===== config.mk =====
export PLATFORM = sky130hd
export DESIGN_NAME = irq_prio_encoder_8x3_flat
export DESIGN_NICKNAME = d
export VERILOG_FILES = /design/src/rtl/irq_prio_encoder_8x3_pkg.sv /design/src/rtl/irq_prio_encoder_8x3_if.sv /design/src/rtl/irq_prio_encoder_8x3_prio_enc.sv /design/src/rtl/irq_prio_encoder_8x3.sv /design/src/flat_wrapper.sv
export SDC_FILE = /design/constraint.sdc
export NUM_CORES = 1
export LEC_CHECK = 0
export CAP_MARGIN = 10
export CORE_MARGIN = 2
export CORE_UTILIZATION = 48
export CTS_CLUSTER_SIZE = 28
export DETAILED_ROUTE_END_ITERATION = 12
export HOLD_SLACK_MARGIN = 0.12
export PLACE_DENSITY_LB_ADDON = 0.12
export SLEW_MARGIN = 20
export SYNTH_ARGS = -nofsm -noshare
export SYNTH_HDL_FRONTEND = slang
export SYNTH_SLANG_ARGS = --single-unit

===== constraint.sdc =====
create_clock -name clk -period 4.1 [get_ports clk]
set_input_delay 0.82 -clock clk [delete_from_list [all_inputs] [get_ports clk]]
set_output_delay 0.82 -clock clk [all_outputs]
set_load 0.005 [all_outputs]

===== src/rtl/irq_prio_encoder_8x3_pkg.sv =====
// ----------------------------------------------------------------------------
// irq_enc_pkg
// Shared constants, FSM state encoding and a small helper for the 8-to-3
// interrupt request encoder.
//   N_REQ   : number of request lines (fixed at 8)
//   IDX_W   : width of the encoded index (log2(N_REQ))
//   state_t : two-state FSM encoding (IDLE / GRANT)
// Optional feature macro used by the consumers of this package:
//   IRQ_ROUND_ROBIN_EN
// ----------------------------------------------------------------------------
package irq_enc_pkg;

    localparam int N_REQ = 8;
    localparam int IDX_W = 3;

    typedef logic [0:0] state_t;
    localparam state_t IDLE  = 1'b0;
    localparam state_t GRANT = 1'b1;

    // One-hot mask for a single request index.
    function automatic logic [N_REQ-1:0] idx2onehot(input logic [IDX_W-1:0] i);
        logic [N_REQ-1:0] one;
        one = N_REQ'(1);
        return one << i;
    endfunction

endpackage


===== src/rtl/irq_prio_encoder_8x3_if.sv =====
// ----------------------------------------------------------------------------
// irq_prio_encoder_8x3_if
// Bundle of request/handshake signals between the request sources / CPU
// control unit (master) and the encoder (slave).
//   req     : request lines (edge-sensitive at the encoder)
//   mask    : 1 = line excluded from selection
//   ack     : consumer accepts current idx (only meaningful while valid=1)
//   clr_ovf : synchronous clear of the overflow flag
//   idx     : encoded index of the granted request
//   valid   : idx is valid and stable
//   pending : current pending register
//   ovf     : sticky overflow flag
// ----------------------------------------------------------------------------
interface irq_prio_encoder_8x3_if;
    import irq_enc_pkg::*;

    logic [N_REQ-1:0] req;
    logic [N_REQ-1:0] mask;
    logic             ack;
    logic             clr_ovf;
    logic [IDX_W-1:0] idx;
    logic             valid;
    logic [N_REQ-1:0] pending;
    logic             ovf;

    modport master (
        output req, mask, ack, clr_ovf,
        input  idx, valid, pending, ovf
    );

    modport slave (
        input  req, mask, ack, clr_ovf,
        output idx, valid, pending, ovf
    );

endinterface


===== src/rtl/irq_prio_encoder_8x3_prio_enc.sv =====
// ----------------------------------------------------------------------------
// prio_enc_8x3
// Combinational wrapping priority encoder: finds the first set bit of vec_i
// at or after position start_i, wrapping from bit 7 back to bit 0.
//   vec_i   : candidate vector
//   start_i : search start position (highest priority)
//   idx_o   : index of the first set bit found
//   any_o   : 1 when vec_i has any bit set
// ----------------------------------------------------------------------------
module prio_enc_8x3
    import irq_enc_pkg::*;
(
    input  logic [N_REQ-1:0] vec_i,
    input  logic [IDX_W-1:0] start_i,
    output logic [IDX_W-1:0] idx_o,
    output logic             any_o
);

    logic [N_REQ-1:0] rot;
    logic [IDX_W-1:0] off;

    // Rotate so start_i lands at bit 0, pick the lowest set bit, then add the
    // start back; the 3-bit add wraps naturally modulo 8.
    always_comb begin
        rot = '0;
        for (int k = 0; k < N_REQ; k++) begin
            rot[k] = vec_i[start_i + IDX_W'(k)];
        end
        off = '0;
        for (int k = N_REQ-1; k >= 0; k--) begin
            if (rot[k]) off = IDX_W'(k);
        end
    end

    assign idx_o = start_i + off;
    assign any_o = |vec_i;

endmodule


===== src/rtl/irq_prio_encoder_8x3.sv =====
// ----------------------------------------------------------------------------
// irq_prio_encoder_8x3
// 8-to-3 interrupt request encoder with valid/ack handshake. Captures rising
// edges on the request lines into a pending register, selects the highest
// priority unmasked pending line and holds its index until acknowledged.
//   clk : system clock, rising edge
//   rst : asynchronous active-high reset
//   bus : irq_prio_encoder_8x3_if.slave (req/mask/ack/clr_ovf in,
//         idx/valid/pending/ovf out)
// Optional feature: define IRQ_ROUND_ROBIN_EN for rotating priority starting
// after the last granted line; otherwise bit 0 always has highest priority.
// ----------------------------------------------------------------------------
module irq_prio_encoder_8x3
    import irq_enc_pkg::*;
(
    input  logic                    clk,
    input  logic                    rst,
    irq_prio_encoder_8x3_if.slave   bus
);

    logic [N_REQ-1:0] req_q;        // edge-detect history (req delayed by one)
    logic [N_REQ-1:0] pending_q, pending_d;
    logic [IDX_W-1:0] idx_q, idx_d;
    state_t           state_q, state_d;
    logic             ovf_q, ovf_d;

    logic [N_REQ-1:0] edge_v, clr_v, cand;
    logic             hs, ovf_set;
    logic [IDX_W-1:0] start, enc_idx;
    logic             enc_any;

`ifdef IRQ_ROUND_ROBIN_EN
    logic [IDX_W-1:0] lg_q;         // last granted index

    always_ff @(posedge clk or posedge rst) begin
        if (rst)     lg_q <= IDX_W'(N_REQ-1);
        else if (hs) lg_q <= idx_q;
    end

    assign start = lg_q + IDX_W'(1);
`else
    assign start = '0;
`endif

    assign cand = pending_q & ~bus.mask;

    prio_enc_8x3 u_enc (
        .vec_i   (cand),
        .start_i (start),
        .idx_o   (enc_idx),
        .any_o   (enc_any)
    );

    always_comb begin
        edge_v    = bus.req & ~req_q;
        hs        = (state_q == GRANT) & bus.ack;
        clr_v     = hs ? idx2onehot(idx_q) : '0;
        // Set has priority over clear on the same bit.
        pending_d = (pending_q & ~clr_v) | edge_v;
        // An edge on a bit being cleared this cycle is a fresh request, not
        // an overflow.
        ovf_set   = |(edge_v & pending_q & ~clr_v);
        ovf_d     = ovf_set | (ovf_q & ~bus.clr_ovf);

        state_d   = state_q;
        idx_d     = idx_q;
        case (state_q)
            IDLE: begin
                if (enc_any) begin
                    idx_d   = enc_idx;
                    state_d = GRANT;
                end
            end
            default: begin
                if (bus.ack) state_d = IDLE;
            end
        endcase
    end

    always_ff @(posedge clk or posedge rst) begin
        if (rst) begin
            req_q     <= '0;
            pending_q <= '0;
            idx_q     <= '0;
            state_q   <= IDLE;
            ovf_q     <= 1'b0;
        end else begin
            req_q     <= bus.req;
            pending_q <= pending_d;
            idx_q     <= idx_d;
            state_q   <= state_d;
            ovf_q     <= ovf_d;
        end
    end

    assign bus.idx     = idx_q;
    assign bus.valid   = (state_q == GRANT);
    assign bus.pending = pending_q;
    assign bus.ovf     = ovf_q;

endmodule


===== src/flat_wrapper.sv =====
// flat-port wrapper written by rule: the top's interface ports become plain ports
module irq_prio_encoder_8x3_flat import irq_enc_pkg::*;
  (clk, rst, bus_req, bus_mask, bus_ack, bus_clr_ovf, bus_idx, bus_valid, bus_pending, bus_ovf);
  irq_prio_encoder_8x3_if bus_i ();
  input  logic clk;
  input  logic rst;
  input wire logic [$bits(bus_i.req)-1:0] bus_req;
  input wire logic [$bits(bus_i.mask)-1:0] bus_mask;
  input wire logic [$bits(bus_i.ack)-1:0] bus_ack;
  input wire logic [$bits(bus_i.clr_ovf)-1:0] bus_clr_ovf;
  output wire logic [$bits(bus_i.idx)-1:0] bus_idx;
  output wire logic [$bits(bus_i.valid)-1:0] bus_valid;
  output wire logic [$bits(bus_i.pending)-1:0] bus_pending;
  output wire logic [$bits(bus_i.ovf)-1:0] bus_ovf;
  assign bus_i.req = bus_req;
  assign bus_i.mask = bus_mask;
  assign bus_i.ack = bus_ack;
  assign bus_i.clr_ovf = bus_clr_ovf;
  assign bus_idx = bus_i.idx;
  assign bus_valid = bus_i.valid;
  assign bus_pending = bus_i.pending;
  assign bus_ovf = bus_i.ovf;
  irq_prio_encoder_8x3 u_core (.clk(clk), .rst(rst), .bus(bus_i));
endmodule

==> reports/results.tsv, run 1 <==
stage	metric	value	unit
grt	antenna_found_initial	0	
clocking	cts_tree	built	
flow_run	cap_violations	0	
route	vias	844	
power	irDropWorstVdd	0.297	mV
placement	gp_congestion	0.799	
clocking	clk_latency	0.31	ns
timing	period_share	54.5	%
placement	dp.cells	148	
logic_synthesis	synth_top_cell_area_share	51.2	%
route	dr.pass1.iters	5	
clocking	cts_hold_buf	0	
power	p_leak	0.589	nW
die	coreArea	1980	µm²
grt	first_global_vias	844	
route	met2WireLength	1140	µm
layout	area_growth_syn_to_layout	36.3	%
setup_path	crit_type	reg -> out	
route	viasPerCell	5.55	
placement	place_hpwl	1780	µm
setup_path	regToRegStartpoint	u_core.bus.valid	
setup_path	crit_required	3.28	ns
timing	fmax	0.448	GHz
logic_synthesis	synth_nets	110	
die	dieArea	2520	µm²
route	wire_per_inst	14.7	µm
setup_path	cp_max_fo	11	
layout	drive_above_1_share	10.4	%
clocking	htree_num_levels	1	
logic_synthesis	netlist_instances	90	
logic_synthesis	yosysWarnings	0	
setup_path	r2r-end	u_core.bus.ovf	
logic_synthesis	ys_ff_latch	21	
timing	worst_slack	1.87	ns
clocking	clkSinkCount	21	
setup_path	path_buf_inv	1	
timing	finalHoldViolations	0	
grt	grt-ovfl-total	0	
route	postRouteAntennaNets	0	
clocking	clk_path_buf_depth	2	
die	fp-row-count	16	
clocking	clk_pin_slew	0.11	ns
setup_path	slowest_stage	clkdlybuf4s50_1	
grt	grt_pass1_wl	3710	µm
logic_synthesis	synth_cell_types	32	
route	first_iter_violations	10	
power	powerDensity	405	nW/µm²
layout	finalNonFillerCells	152	
layout	fillCellCount	155	
setup_path	crit_path_max_incr_delay	0.57	ns
setup_path	startpoint	u_core.bus.valid	
setup_path	arrival	1.41	ns
run_status	status	finished clean	
setup_path	endpoint	bus_valid	
timing	period_minus_slack	2.23	ns
setup_path	path_delay_family	buffers and inverters	
layout	multi_input_area	482	µm²
layout	antenna_cells	0	
logic_synthesis	syn_area	1030	µm²
timing	setup_viol	0	
timing	slew_headroom	48.2	%
timing	finClkSkew	0.0109	ns
timing	rsz0062_at_grt	no	
clocking	post_cts_resized	0	
grt	grt.total_usage	20.2	%
route	totalWireLength	2230	µm
route	drc	0	
logic_synthesis	syn_avg_cell_area	11.4	µm²
min_path	min_path_type	reg -> reg	
die	die_h	50.2	µm
setup_path	cp-start-kind	flop	
timing	hold_ws	0.469	ns
setup_path	r2r_cells	4	
die	die_x	50.2	µm
logic_synthesis	yosysTopAreaCell	dfrtp_1	
timing	fin_tns_setup	0	ns
clocking	root_buffer	clkbuf_4	
setup_path	crit_chain	clkdlybuf4s50_1	
clocking	cts_buffers	3	
setup_path	rrSetupSlack	2.63	ns
die	ioPinCount	33	
setup_path	end_kind	output pin	
route	wl_met1	961	µm
route	top_layer_used	met4	
placement	portBuffers	32	
layout	regArea	526	µm²
timing	drv_slew	0	
layout	nets	146	
grt	grt_max_degree	22	
timing	tightestPinTransition	0.777	ns
logic_synthesis	synth.area.top_cells	dfrtp_1 51%, nor2b_4 5.4%, nand2b_1 4.9%, nor4b_4 4.6%, o22a_1 3.4%	
die	initial_core_util	51.8	%
logic_synthesis	yosysSeqAreaShare	51.2	%
clocking	post_cts_buffers	0	
placement	dp_slack	1.79	ns
route	met3_length	97	µm
setup_path	crit_cells	1	
kinds of logic after synthesis:
| logic type | share of synthesized area (%) |
|---|---|
| DFF | 51.2 |
| AOI/OAI and AO/OA | 15.9 |
| buffers and inverters | 1.83 |
| and+or+nand+nor | 30.0 |
| muxes | 1.10 |
report_power, final:
group          internal (mW)  total, mW  switching, mW
sequential             0.237      0.274         0.0372
clock                 0.0381      0.101         0.0634
combinational          0.117      0.191         0.0741
total                  0.392      0.567          0.175
per-stage QoR:
step / total power [mW] / cell area [µm²] / utilization (%)
5_1_grt: 0.602 / 1400 / 70.6
6_report: 0.567 / 1400 / 70.6
2_1_floorplan: 0.369 / 1030 / -
3_3_place_gp: 0.462 / 1370 / 69.3
3_5_place_dp: 0.470 / 1370 / 69.3
4_1_cts: 0.568 / 1400 / 70.6
how the worst min path moves through the flow:
| stage | end | startpoint | cells after the start | slack [ns] |
|---|---|---|---|---|
| detailed placement | u_core.bus.pending[6] | u_core.req_q[6] | 1 | 0.45 |
| finish | u_core.bus.pending[6] | u_core.req_q[6] | 1 | 0.47 |
| floorplan | u_core.bus.pending[6] | u_core.req_q[6] | 1 | 0.43 |
| global placement | u_core.bus.pending[6] | u_core.req_q[6] | 1 | 0.45 |
| CTS | u_core.bus.pending[6] | u_core.req_q[6] | 1 | 0.46 |
| global route | u_core.bus.pending[6] | u_core.req_q[6] | 1 | 0.49 |
routing by layer:
metal,vias up,global-route usage (%)
met5,-,0
met4,0,9.26
li1,396,-
met3,5,2.98
met1,412,23.6
met2,31,36.2
cell usage in the layout, fill, tap and decap left out, types with 3 or more instances in the layout:
cell type	netlist	final
clkdlybuf4s50_1	0	32
dfrtp_1	21	21
nand2_1	9	9
nand2b_1	8	8
nor2b_1	5	5
nor2b_4	4	4
o22a_1	4	4
inv_1	3	3
o31ai_1	3	3
o21ai_0	3	3
clkbuf_4	0	3
cell type report:
class                           count  area share (%)
Multi-Input combinational cell     65            34.4
Timing Repair Buffer               32            22.9
Inverter                            3           0.805
Sequential cell                    21            37.6
Clock buffer                        4            1.88
Tap cell                           27            2.42
Yosys cell counts, drive strengths merged:
library cell,number
and3b,1
inv,3
mux2,1
o21ai,3
dfrtp,21
nand3b,1
o311ai,1
o31ai,3
a21boi,2
o211a,1
nor2b,10
nor3,1
or2b,1
nand3,2
a22o,1
and2b,1
buf,1
o21a,1
a31oi,2
nand2,9
a41oi,1
nor4b,2
a21oi,2
o22a,4
or2,2
nor2,2
a221oi,1
nand2b,8
nand4,2
registers in the layout, indices dropped and copies added, names as in the netlist:
register,cells
u_core.bus.valid,1
u_core.bus.pending,8
u_core.bus.ovf,1
u_core.bus.idx,3
u_core.req_q,8
Power figures use the tool's default switching activity.
==> run 2, diff against run 1 <==
--- a/config.mk
+++ b/config.mk
@@ -7,7 +7,7 @@
 export LEC_CHECK = 0
 export CAP_MARGIN = 10
 export CORE_MARGIN = 2
-export CORE_UTILIZATION = 48
+export CORE_UTILIZATION = 45
 export CTS_CLUSTER_SIZE = 28
 export DETAILED_ROUTE_END_ITERATION = 12
 export HOLD_SLACK_MARGIN = 0.12
==> constraint.sdc (replaced) <==
create_clock -name clk -period 2.09 [get_ports clk]
set_input_delay 0.418 -clock clk [delete_from_list [all_inputs] [get_ports clk]]
set_output_delay 0.418 -clock clk [all_outputs]
set_load 0.005 [all_outputs]
==> run 2 against run 1 <==
Net effect:
- via count fell by 2.7%
- flip-flop and latch count did not move
- count of clock-buffer cells in the layout decreased by 1
- sequential power increased by 96%
- hold slack worse by 0.040 ns
- register-to-register slack lost 2.0 ns
==> reports/results.tsv, run 2 (same netlist as run 1, synthesis figures left out) <==
stage	metric	value	unit	change
power	power.internal	0.769	mW	+96%
layout	area_growth_syn_to_layout	37.6	%	
layout	antenna_cells	0		unchanged
flow_run	cap_violations	0		unchanged
timing	drv_slew	0		unchanged
grt	grt-ovfl-total	0		unchanged
setup_path	path_buf_inv	1		unchanged
min_path	min_path_type	in -> async		
timing	finClkSkew	0.00751	ns	-0.00340 ns
layout	final_cell_mix	32 x clkdlybuf4s50_1, 21 x dfrtp_1, 9 x nand2_1		
grt	grt_pass1_wl	3370	µm	-9.3%
power	sw_frac_of_total	30.2	%	-0.59 points
setup_path	r2r-end	u_core.bus.idx[0]		
clocking	clk_latency	0.30	ns	about the same
route	dr.pass1.iters	4		-1
timing	period_minus_slack	1.79	ns	
die	dieArea	2680	µm²	+6.1%
setup_path	regToRegStartpoint	u_core.bus.pending[5]		
setup_path	r2r_cells	4		unchanged
route	totalWireLength	2100	µm	-6.1%
clocking	clkSinkCount	21		unchanged
run_status	status	finished clean		
power	irDropWorstVdd	0.535	mV	+81%
route	viasPerCell	5.33		-4.0%
timing	slew_headroom	79.7	%	+31 points
power	pwr-share-clk	17.5	%	-0.4 points
power	switchingPower	0.333	mW	+91%
timing	rsz0062_at_grt	no		
timing	setup_viol	0		unchanged
power	p_leak	0.593	nW	+0.64%
die	die_x	51.8	µm	+3.0%
power	pwr-share-comb	33.8	%	about the same
power	power.share.sequential	48.6	%	+0.2 points
route	postRouteAntennaNets	0		unchanged
layout	fin_util	64.4	%	-6.2 points
setup_path	crit_path_max_incr_delay	0.56	ns	about the same
placement	gp_congestion	0.787		-1.5%
setup_path	cp-start-kind	flop		
die	coreArea	2190	µm²	+11%
grt	grt.total_usage	17.5	%	-2.7 points
route	vias	821		-2.7%
setup_path	path_delay_family	buffers and inverters		
clocking	cts_buffers	3		unchanged
clocking	cts_hold_buf	0		unchanged
setup_path	arrival	1.38	ns	-0.03 ns
timing	worst_slack	0.295	ns	-1.57 ns
clocking	clk_path_buf_depth	2		unchanged
route	first_iter_violations	19		+9
die	die_h	51.8	µm	+3.0%
placement	dp_slack	0.196	ns	-1.59 ns
setup_path	cp_max_fo	11		unchanged
placement	portBuffers	32		unchanged
timing	fmax	0.557	GHz	
setup_path	crit_chain	clkdlybuf4s50_1		
setup_path	rrSetupSlack	0.66	ns	-1.97 ns
power	powerDensity	781	nW/µm²	+93%
setup_path	slowest_stage	clkdlybuf4s50_1		
clocking	cts_tree	built		
die	fp-row-count	17		+1
clocking	htree_num_levels	1		unchanged
layout	layout_commonest_cell	clkdlybuf4s50_1		
grt	grt_max_degree	22		unchanged
grt	antenna_found_initial	0		unchanged
die	initial_core_util	46.8	%	-4.9 points
setup_path	crit_type	reg -> out		
route	drc	0		unchanged
setup_path	end_kind	output pin		
placement	place_hpwl	1660	µm	-6.6%
route	wire_per_inst	13.6	µm	-7.4%
clocking	clk_pin_slew	0.12	ns	about the same
timing	finalHoldViolations	0		unchanged
timing	tightestPinTransition	0.303	ns	-0.474 ns
clocking	post_cts_buffers	0		unchanged
clocking	post_cts_resized	0		unchanged
layout	nets	147		+0.68%
clocking	root_buffer	clkbuf_4		
timing	period_share	85.9	%	
layout	drive_above_1_share	11.9	%	+1.5 points
die	ioPinCount	33		unchanged
timing	fin_tns_setup	0	ns	unchanged
layout	fillCellCount	181		+17%
grt	first_global_vias	769		-8.9%
setup_path	crit_required	1.67	ns	-1.61 ns
run 2: changes by cell type in the layout (fill, tap and decap cells not counted), sizes merged:
| cell | before | now |
|---|---|---|
| clkbuf | 4 | 3 |
| clkinvlp | 0 | 1 |
| buf | 0 | 1 |
run 2: through the flow:
stage / hold slack [ns] / std cells / power [mW] / area, µm²
after floorplan: 0.395 / 90 / 0.724 / 1030
after global placement: 0.443 / 150 / 0.913 / 1380
after global routing: 0.472 / 154 / 1.18 / 1410
after detailed placement: 0.452 / 150 / 0.918 / 1380
final: 0.430 / 154 / 1.10 / 1410
after CTS: 0.429 / 154 / 1.12 / 1410
run 2: worst min-delay path: stages:
cell             delay, ns
clkdlybuf4s50_1       0.39
inv_1                 0.05
buf_4                 0.27
run 2: power groups by stage:
stage	logic (mW)	registers [mW]	clock network, mW
2_1_floorplan	0.195	0.528	0
3_3_place_gp	0.368	0.545	0
3_5_place_dp	0.374	0.545	0
4_1_cts	0.376	0.536	0.204
5_1_grt	0.409	0.547	0.222
6_report	0.373	0.536	0.193
run 2: worst max path at each step:
| stage | from | depth (start not counted) | end | slack (ns) |
|---|---|---|---|---|
| floorplan | bus_mask[3] | 4 | u_core.bus.idx[0] | 0.74 |
| global placement | bus_mask[2] | 5 | u_core.bus.idx[0] | 0.21 |
| detailed placement | bus_mask[2] | 5 | u_core.bus.idx[0] | 0.20 |
| CTS | u_core.bus.valid | 1 | bus_valid | 0.27 |
| global route | u_core.bus.valid | 1 | bus_valid | 0.22 |
| finish | u_core.bus.valid | 1 | bus_valid | 0.30 |
run 2: area by class of cell:
| type | count | area (µm²) | area share, % |
|---|---|---|---|
| clock inverter | 1 | 7.51 | 0.532 |
| clock buffer | 3 | 22.5 | 1.60 |
| inverter | 3 | 11.3 | 0.798 |
| tap | 28 | 35.0 | 2.48 |
| timing repair buffer | 33 | 328 | 23.2 |
| multi-input combinational | 65 | 482 | 34.1 |
| sequential | 21 | 526 | 37.2 |
run 2: metal layers:
layer	vias to the layer above	wire length [µm]	GRT usage [%]
met5	-	0	0
met3	2	128	4.31
li1	395	-	-
met4	0	12	6.58
met2	30	977	28.4
met1	394	978	22.6
==> run 3, diff against run 2 <==
--- a/config.mk
+++ b/config.mk
@@ -8,7 +8,7 @@
 export CAP_MARGIN = 10
 export CORE_MARGIN = 2
 export CORE_UTILIZATION = 45
-export CTS_CLUSTER_SIZE = 28
+export CTS_CLUSTER_SIZE = 24
 export DETAILED_ROUTE_END_ITERATION = 12
 export HOLD_SLACK_MARGIN = 0.12
 export PLACE_DENSITY_LB_ADDON = 0.12
==> results of run 3 <==
Final layout, timing and power as in run 2 (identical DEF).
